===== src/rtl/match_pkg.sv =====
// match_pkg: shared definitions for the memory-match game blocks
// (turn_controller, draw, arrowKeys).
//   state_e        - turn FSM state encoding (3 bits)
//   CARD_W / IDX_W - card face value width / board index width
//   DEF_NUM_CARDS  - default board size (6x6)
package match_pkg;

    localparam int CARD_W        = 5;
    localparam int IDX_W         = 6;
    localparam int DEF_NUM_CARDS = 36;

    typedef enum logic [2:0] {
        S_IDLE    = 3'd0,
        S_PICK1   = 3'd1,
        S_FETCH1  = 3'd2,
        S_PICK2   = 3'd3,
        S_FETCH2  = 3'd4,
        S_SHOW    = 3'd5,
        S_RESOLVE = 3'd6,
        S_DONE    = 3'd7
    } state_e;

endpackage


===== src/rtl/show_timer.sv =====
// show_timer: loadable down-counter that times how long both cards stay
// revealed.
//   i_clock  - system clock
//   i_reset  - synchronous active-high reset
//   i_load   - load i_value into the counter
//   i_value  - count to load
//   o_done   - high on the last counting cycle (count == 1), so the owner
//              leaves its wait state exactly i_value cycles after the load
module show_timer #(
    parameter int SHOW_CYCLES = 50_000_000,
    parameter int W           = $clog2(SHOW_CYCLES + 1)
) (
    input  logic         i_clock,
    input  logic         i_reset,
    input  logic         i_load,
    input  logic [W-1:0] i_value,
    output logic         o_done
);

    logic [W-1:0] r_count;

    always_ff @(posedge i_clock) begin
        if (i_reset)
            r_count <= '0;
        else if (i_load)
            r_count <= i_value;
        else if (r_count != '0)
            r_count <= r_count - W'(1);
    end

    assign o_done = (r_count == W'(1));

endmodule


===== src/rtl/turn_controller.sv =====
// turn_controller: sequences one player turn of the memory-match game and
// owns all game progress (matched mask, moves, pairs, game over).
//   i_clock, i_reset          - clock, synchronous active-high reset
//   i_start                   - start/restart pulse (honoured in IDLE/DONE)
//   i_select, i_cursor        - pick the card under the cursor
//   o_mem_addr, i_mem_data    - card memory read port (1-cycle latency)
//   o_card1/2_idx, _val       - the two picks and their captured faces
//   o_reveal1/2               - card face currently shown
//   o_matched                 - per-card matched mask
//   o_moves, o_pairs          - completed turns (saturating), matched pairs
//   o_game_over, o_state      - all pairs found, current FSM state
module turn_controller
    import match_pkg::*;
#(
    parameter int NUM_CARDS   = DEF_NUM_CARDS,
    parameter int SHOW_CYCLES = 50_000_000
) (
    input  logic                 i_clock,
    input  logic                 i_reset,
    input  logic                 i_start,
    input  logic                 i_select,
    input  logic [IDX_W-1:0]     i_cursor,
    output logic [IDX_W-1:0]     o_mem_addr,
    input  logic [CARD_W-1:0]    i_mem_data,
    output logic [IDX_W-1:0]     o_card1_idx,
    output logic [IDX_W-1:0]     o_card2_idx,
    output logic [CARD_W-1:0]    o_card1_val,
    output logic [CARD_W-1:0]    o_card2_val,
    output logic                 o_reveal1,
    output logic                 o_reveal2,
    output logic [NUM_CARDS-1:0] o_matched,
    output logic [7:0]           o_moves,
    output logic [4:0]           o_pairs,
    output logic                 o_game_over,
    output logic [2:0]           o_state
);

    localparam logic [2:0] ST_IDLE    = S_IDLE;
    localparam logic [2:0] ST_PICK1   = S_PICK1;
    localparam logic [2:0] ST_FETCH1  = S_FETCH1;
    localparam logic [2:0] ST_PICK2   = S_PICK2;
    localparam logic [2:0] ST_FETCH2  = S_FETCH2;
    localparam logic [2:0] ST_SHOW    = S_SHOW;
    localparam logic [2:0] ST_RESOLVE = S_RESOLVE;
    localparam logic [2:0] ST_DONE    = S_DONE;
    localparam int         TMR_W      = $clog2(SHOW_CYCLES + 1);

    logic [2:0]           r_state;
    logic                 r_fetch_2nd;   // second cycle of a FETCH state
    logic [IDX_W-1:0]     r_mem_addr;
    logic [IDX_W-1:0]     r_card1_idx, r_card2_idx;
    logic [CARD_W-1:0]    r_card1_val, r_card2_val;
    logic                 r_reveal1, r_reveal2;
    logic [NUM_CARDS-1:0] r_matched;
    logic [7:0]           r_moves;
    logic [5:0]           r_pairs;       // one spare bit so a 64-card board can count 32
    logic                 r_game_over;

    logic [63:0]          w_matched_ext;
    logic                 w_pick_ok;
    logic                 w_is_pair;
    logic [5:0]           w_pairs_next;
    logic                 w_timer_load;
    logic                 w_timer_done;

    // Widen the mask so any 6-bit cursor can index it; cards beyond the
    // board are rejected by the range test anyway.
    assign w_matched_ext = 64'(r_matched);
    assign w_pick_ok     = i_select && ({1'b0, i_cursor} < 7'(NUM_CARDS))
                           && !w_matched_ext[i_cursor];
    assign w_is_pair     = (r_card1_val == r_card2_val);
    assign w_pairs_next  = r_pairs + 6'(w_is_pair);
    assign w_timer_load  = (r_state == ST_FETCH2) && r_fetch_2nd;

    show_timer #(.SHOW_CYCLES(SHOW_CYCLES)) u_show_timer (
        .i_clock (i_clock),
        .i_reset (i_reset),
        .i_load  (w_timer_load),
        .i_value (TMR_W'(SHOW_CYCLES)),
        .o_done  (w_timer_done)
    );

    always_ff @(posedge i_clock) begin
        if (i_reset) begin
            r_state     <= ST_IDLE;
            r_fetch_2nd <= 1'b0;
            r_mem_addr  <= '0;
            r_card1_idx <= '0;
            r_card2_idx <= '0;
            r_card1_val <= '0;
            r_card2_val <= '0;
            r_reveal1   <= 1'b0;
            r_reveal2   <= 1'b0;
            r_matched   <= '0;
            r_moves     <= '0;
            r_pairs     <= '0;
            r_game_over <= 1'b0;
        end else begin
            case (r_state)
                ST_IDLE, ST_DONE: begin
                    // start wins over a simultaneous select here
                    if (i_start) begin
                        r_mem_addr  <= '0;
                        r_card1_idx <= '0;
                        r_card2_idx <= '0;
                        r_card1_val <= '0;
                        r_card2_val <= '0;
                        r_reveal1   <= 1'b0;
                        r_reveal2   <= 1'b0;
                        r_matched   <= '0;
                        r_moves     <= '0;
                        r_pairs     <= '0;
                        r_game_over <= 1'b0;
                        r_state     <= ST_PICK1;
                    end
                end
                ST_PICK1: begin
                    if (w_pick_ok) begin
                        r_card1_idx <= i_cursor;
                        r_mem_addr  <= i_cursor;
                        r_fetch_2nd <= 1'b0;
                        r_state     <= ST_FETCH1;
                    end
                end
                ST_FETCH1: begin
                    // memory answers one edge after the address; capture on the next
                    r_fetch_2nd <= ~r_fetch_2nd;
                    if (r_fetch_2nd) begin
                        r_card1_val <= i_mem_data;
                        r_reveal1   <= 1'b1;
                        r_state     <= ST_PICK2;
                    end
                end
                ST_PICK2: begin
                    if (w_pick_ok && (i_cursor != r_card1_idx)) begin
                        r_card2_idx <= i_cursor;
                        r_mem_addr  <= i_cursor;
                        r_fetch_2nd <= 1'b0;
                        r_state     <= ST_FETCH2;
                    end
                end
                ST_FETCH2: begin
                    r_fetch_2nd <= ~r_fetch_2nd;
                    if (r_fetch_2nd) begin
                        r_card2_val <= i_mem_data;
                        r_reveal2   <= 1'b1;
                        r_state     <= ST_SHOW;
                    end
                end
                ST_SHOW: begin
                    if (w_timer_done)
                        r_state <= ST_RESOLVE;
                end
                ST_RESOLVE: begin
                    if (r_moves != 8'hFF)
                        r_moves <= r_moves + 8'd1;
                    if (w_is_pair) begin
                        for (int i = 0; i < NUM_CARDS; i++)
                            if ((IDX_W'(i) == r_card1_idx) || (IDX_W'(i) == r_card2_idx))
                                r_matched[i] <= 1'b1;
                        r_pairs <= w_pairs_next;
                    end
                    r_reveal1 <= 1'b0;
                    r_reveal2 <= 1'b0;
                    if (w_pairs_next == 6'(NUM_CARDS / 2)) begin
                        r_game_over <= 1'b1;
                        r_state     <= ST_DONE;
                    end else begin
                        r_state <= ST_PICK1;
                    end
                end
                default: r_state <= ST_IDLE;
            endcase
        end
    end

    assign o_state     = r_state;
    assign o_mem_addr  = r_mem_addr;
    assign o_card1_idx = r_card1_idx;
    assign o_card2_idx = r_card2_idx;
    assign o_card1_val = r_card1_val;
    assign o_card2_val = r_card2_val;
    assign o_reveal1   = r_reveal1;
    assign o_reveal2   = r_reveal2;
    assign o_matched   = r_matched;
    assign o_moves     = r_moves;
    assign o_pairs     = r_pairs[4:0];
    assign o_game_over = r_game_over;

endmodule


===== config.mk =====
export PLATFORM = sky130hd
export DESIGN_NAME = turn_controller
export DESIGN_NICKNAME = d
export VERILOG_FILES = /design/src/rtl/match_pkg.sv /design/src/rtl/show_timer.sv /design/src/rtl/turn_controller.sv
export SDC_FILE = /design/constraint.sdc
export NUM_CORES = 1
export LEC_CHECK = 0
export CORE_UTILIZATION = 58
export CTS_CLUSTER_SIZE = 14
export DETAILED_ROUTE_END_ITERATION = 8
export PLACE_DENSITY = 0.84
export SYNTH_ARGS = -nofsm -noshare
export SYNTH_HDL_FRONTEND = slang
export SYNTH_HIERARCHICAL = 1
export SYNTH_SLANG_ARGS = --single-unit

===== constraint.sdc =====
create_clock -name i_clock -period 4.7 [get_ports i_clock]
set_input_delay 0.94 -clock i_clock [delete_from_list [all_inputs] [get_ports i_clock]]
set_output_delay 0.94 -clock i_clock [all_outputs]
set_load 0.02 [all_outputs]

After elaboration in Yosys (flattened, before gate mapping)
Index checks and enable logic that the tools add are counted.

word-level totals
  flip-flop bits (word level) = 111
  input bits = 15
  output and inout port bits = 83
  word-level logic and storage cells = 364

operators by class
  add/sub/neg operators = 3
  $lt $le $gt $ge = 2
  equal/unequal tests = 127
  muxes and demuxes = 75
  bitwise operators = 1
  reductions and logical operators = 106

operators by type and width
  kind                                                  count
  equality test 5 x 6 -> 1 bit, first input constant    32
  AND reduction 4 bit                                   37
  equality test 4 x 6 -> 1 bit, first input constant    16
  != test 2 bit, second input constant                  44
  two-way mux 36 bit                                    2
  one-hot mux 36 bit (2 select lines)                   1
  two-way mux 26 bit                                    2
  equality test 3 x 6 -> 1 bit, first input constant    8
  equality test 6 bit, first input constant             8
  two-way mux 1 bit                                     42
  logical OR 1 bit                                      36
  one-hot mux 6 bit (2 select lines)                    3
  AND reduction 3 bit                                   10
  equality test 26 x 1 -> 1 bit, second input constant  1
  nonzero test 26 bit                                   1
  subtractor 26 x 1 -> 26 bit, second input constant    1
  equality test 2 x 6 -> 1 bit, first input constant    4
  two-way mux 6 bit                                     4
  two-way mux 3 bit                                     7
  one-hot mux 3 bit (7 select lines)                    1
  one-hot mux 5 bit (2 select lines)                    2
  one-hot mux 6 bit (3 select lines)                    1
  two-way mux 8 bit                                     2
  one-hot mux 8 bit (2 select lines)                    1
  other kinds (26)                                      48

Longest topological paths before layout
  depth after elaboration = 7
  mapped depth = 11
  depth with buffers taken out = 11

Hierarchy
The synthesis kept the hierarchy.

by module, submodules not included
  module           times used  cells each  area each (um^2)  seq. area each (um^2)
  turn_controller  1           513         4319.1            1701.6
  show_timer       1           190         1516.5            520.5

Worst setup path after synthesis
No wires, ideal clock.

  kind = input -> register
  from = in i_cursor[0]
  to = reg r_mem_addr[3], in the netlist o_mem_addr[3]
  setup time = 0.117 ns
  arrival = 2.703 ns
  data required time = 4.583 ns
  setup slack = 1.880 ns
  stages on the path = 9
  path buffers = 3
  cells stage by stage = buf_6 -> buf_12 -> mux2i_1 -> mux4_2 -> a221oi_2 -> nand2_2 -> and3_1 -> buf_2 -> a32o_1

on the way
  cells in the longest elaborated chain, start to end = 7
  elaborated cells on any way between the ends = 11
  those cells by class = order compare (1); eq/ne (3); mux (2); reduce/logical (5)

ends and longest elaborated chain
  item                                     RTL line                source
  start, declared                          turn_controller.sv:22   input logic [IDX_W-1:0] i_cursor,
  binary-select mux 1 bit (select 6 bit)   turn_controller.sv:70   && !w_matched_ext[i_cursor];
  two-way mux 1 bit (not written as such)  turn_controller.sv:70
  logical NOT 1 bit                        turn_controller.sv:70
  logical AND 1 bit                        turn_controller.sv:70
  logical AND 1 bit                        turn_controller.sv:135  if (w_pick_ok && (i_cursor != r_card1_idx)) begin
  != test 2 bit (no source line)           n/a
  AND reduction 4 bit (no source line) *   n/a
  end signal, assigned                     turn_controller.sv:120  r_mem_addr <= i_cursor;
  end signal, assigned                     turn_controller.sv:137  r_mem_addr <= i_cursor;
  end, declared                            turn_controller.sv:50   logic [IDX_W-1:0] r_mem_addr;

Mark *: on every way between the ends. The rest lies on a longest branch, timed or not. The select of a mux whose other input is x is not followed.
A chain may end at the register's enable or synchronous reset.

Worst setup path in the final report
  from = in i_cursor[0]
  to = reg r_card2_idx[1], in the netlist o_card2_idx[1]

on the way
  cells in the longest elaborated chain, start to end = 7
  elaborated cells on any way between the ends = 10
  those cells by class = order compare (1); eq/ne (2); mux (2); reduce/logical (5)

ends and longest elaborated chain
  item                                     RTL line                source
  binary-select mux 1 bit (select 6 bit)   turn_controller.sv:70
  two-way mux 1 bit (not written as such)  turn_controller.sv:70
  logical NOT 1 bit                        turn_controller.sv:70
  logical AND 1 bit                        turn_controller.sv:70
  logical AND 1 bit *                      turn_controller.sv:135
  != test 2 bit (no source line) *         n/a
  AND reduction 3 bit (no source line) *   n/a
  end signal, assigned                     turn_controller.sv:136  r_card2_idx <= i_cursor;
  end, declared                            turn_controller.sv:51   logic [IDX_W-1:0] r_card1_idx, r_card2_idx;

Marked as above.

==> impl_results.md <==
- Outcome: finished, final reports clean
- Hold depth: 2
- # fillers: 777
- Die area: 10500 µm²
- Slowest-stage cell, CP: clkdlybuf4s50_1
- RSZ-0062 raised after global routing: false
- Hold Fails Final Rpt: 0
- DRT Pass-1 Iters: 7
- Yosys warning total: 6
- Reported max-cap violation count: 0
- WP buf/inv: 2
- Clock power share: 0.194
- Crit path launch: i_cursor[0]
- Layout cells sized above 1: 0.0565
- NetSw: 1080 µW
- Sw Ratio: 0.381
- CTS tree: done
- Pins Over Slew Limit: 0
- Post-synth EDFFs: 0
- Multi-input logic area: 3390 µm²
- Die height: 102 µm
- Clock slew at reported path FFs: 100 ps
- DRC Markers: 0
- FFs w/ async S/R, synth: 0
- #FFs+latches synth: 111
- Tightest Pin Transition: 1090 ps
- CP Launch Type: primary input
- Vias: 5701
- Data required, critical path: 4960 ps
- Post-synth top flop: dfxtp_1
- Maximum clock path buffer count: 2
- Reg-to-reg slack, setup: ~1500 ps
- Gr ovfl total: 0
- First-pass GRT wire length: 24300 µm
- Hold_buf cts: 0
- FF-to-FF Start: o_card2_val[3]$_SDFFE_PP0P_
- Number of diodes: 0
- Worst hold slack: between 500 and 600 ps
- Vias in the first global route: 5111
- F_max: 296 MHz
- Synth area leader: dfxtp_1
- Syn_area_per_cell: between 8 and 9 µm²
- DP Cell Count: 914
- Postcts setup bufs: 0
- Core area: 9770 µm²
- Area growth from synthesis to layout: 20.5%
- Delay-heaviest family, CP: buffers and inverters
- Clock Skew: 4.30 ps
- Register area: 2220 µm²
- RePlAce Congestion: 0.927
- Final period utilization: 0.718
- Cell Rows: 36
- Worst rel slew slack: 0.268
- Final min period: 3370 ps
- Worst R2R End: o_state[1]$_SDFFE_PP0P_
- Combinational share of power: 0.387
- Fin nets: 813
- Min-delay worst type: reg2reg
- Clk_lat worst skew: between 300 and 400 ps
- DIE WIDTH: 102 µm
- Setup TNS: 0 ps
- Distinct cell type count after synthesis: slightly below 70
- Clk sinks: 111
- Clk Tree Root Cell: clkbuf_8
- Critical path depth: 8
- PD cells: around 400 nW/µm²
- Hpwl dp: 11100 µm
- PortBufs: a little under 100
- Initial antenna violation count: 0
- Worst setup path class: in2reg
- Mapped Area: a little under 6000 µm²
- Final setup fails: 0
- Post-synthesis sequential area ratio: 0.381
- Largest net degree at the start of global routing: 39
- Post-CTS Resized: 0
- Ordered list of cells on the worst path: clkdlybuf4s50_1 -> buf_4 -> mux4_2 -> a22oi_1 -> nand4_1 -> nand2_2 -> a41oi_2 -> a22o_1
- Worst EP arrival: 3630 ps
- GRT Total Usage: 0.293
- DRT iter0 DRCs: 370
- CP endpoint: o_card2_idx[1]$_SDFFE_PP0P_
- CP max FO: 9
- Int Power: 1750 µW
- Top cell type's share of synthesized area: 0.381
- Vias per cell: 6.14
- Antenna viol nets, final: 0
- Final wirelength: 15300 µm
- IO Pins: around 100
- Wire per inst: 16.5 µm
- Synth area leaders: dfxtp_1, nor2_1, a21oi_1
- Leakage: 0.00246 µW
- Peak supply drop: 0.431 mV
- Reg2Reg Depth: 11
- Mapped Cells: about 700
- CTS Buf Count: 9
- Non-filler instance count after layout: 929
- H-tree depth: 3
- Worst Setup End Kind: register
- Starting Density: 0.597
- Crit-path max cell delay: 750 ps
- Register share of total power: 0.419
layout make-up:
class	instances	area share
multi-input combinational	552	0.483
sequential	111	0.316
timing repair buffer	102	0.143
tap	133	0.0237
clock buffer	11	0.0187
inverter	16	0.00854
clock inverter	4	0.00676
stage by stage:
stage                     cell area, µm²  worst slack (ps)   util  total power [µW]
after floorplan                     5930              1880      -              2130
after global placement              6850              1070  0.701              2230
after detailed placement            6850               988  0.701              2280
after CTS                           7030              1370  0.719              2820
after global routing                7030              1160  0.719              3000
final                               7030              1330  0.719              2820
cells by family after synthesis:
| logic type | share of synthesized area |
|---|---|
| compound gates | 0.204 |
| xor+xnor | 0.0480 |
| fa+ha+maj | 0.0129 |
| buf+inv | 0.0530 |
| flops | 0.381 |
| mux | 0.0478 |
| other cells | 0.00129 |
| simple gates | 0.252 |
layer usage:
layer	vias up	track usage	share of wire
met3	42	0.0581	0.083
met2	282	0.485	0.47
met1	2658	0.388	0.43
met4	0	0.0857	0.021
li1	2719	-	-
met5	-	0	0
power by group through the flow:
stage | combinational (µW) | sequential (µW) | clock, µW
after floorplan | 962 | 1170 | 0
after global placement | 1040 | 1190 | 0
after detailed placement | 1080 | 1200 | 0
after CTS | 1080 | 1180 | 559
after global routing | 1210 | 1200 | 594
final | 1090 | 1180 | 549
Yosys cell counts, types with 12 or more instances:
library cell,instances
nor3_1,16
nand2_1,34
a22o_1,12
clkbuf_1,31
dfxtp_1,111
or3_1,14
nand3_1,31
nand2b_1,12
o22ai_1,38
xnor2_1,22
a21oi_1,60
inv_1,14
nor2_1,103
o21ai_0,13
worst min path at each step:
stage / slack (ps) / start / end
floorplan: 470 / r_pairs[0]$_SDFFE_PP0P_ / r_pairs[0]$_SDFFE_PP0P_
global route: 530 / o_reveal2$_SDFFE_PP0P_ / o_reveal2$_SDFFE_PP0P_
detailed placement: 480 / o_matched[2]$_SDFFE_PP0P_ / o_matched[2]$_SDFFE_PP0P_
CTS: 510 / o_matched[2]$_SDFFE_PP0P_ / o_matched[2]$_SDFFE_PP0P_
finish: 510 / o_card2_val[0]$_SDFFE_PP0P_ / o_card2_val[0]$_SDFFE_PP0P_
global placement: 470 / o_game_over$_SDFFE_PP0P_ / o_game_over$_SDFFE_PP0P_
tightest hold or removal path: stages (launching register included):
cell	delay [ps]
dfxtp_1	340
nand3_1	70
a21oi_1	50
state kept, by name (all words and copies together), names as in the netlist:
name / flops
o_card2_val: 5
o_matched: 36
o_mem_addr: 6
o_card2_idx: 6
o_card1_idx: 6
u_show_timer/r_count: 26
o_game_over: 1
o_moves: 8
o_card1_val: 5
o_reveal1: 1
r_pairs: 6
r_fetch_2nd: 1
o_reveal2: 1
o_state: 3
cells in the final DEF, fill, tap and decap left out, types with 16 or more instances in the layout:
cell               n
dfxtp_1          111
clkdlybuf4s50_1   97
nor3_1            16
nand3_1           31
o22ai_1           38
xnor2_1           22
a21oi_1           60
nor2_1           103
nand2_1           34
conb_1            26
No activity file was read; power rests on OpenSTA's default activity.
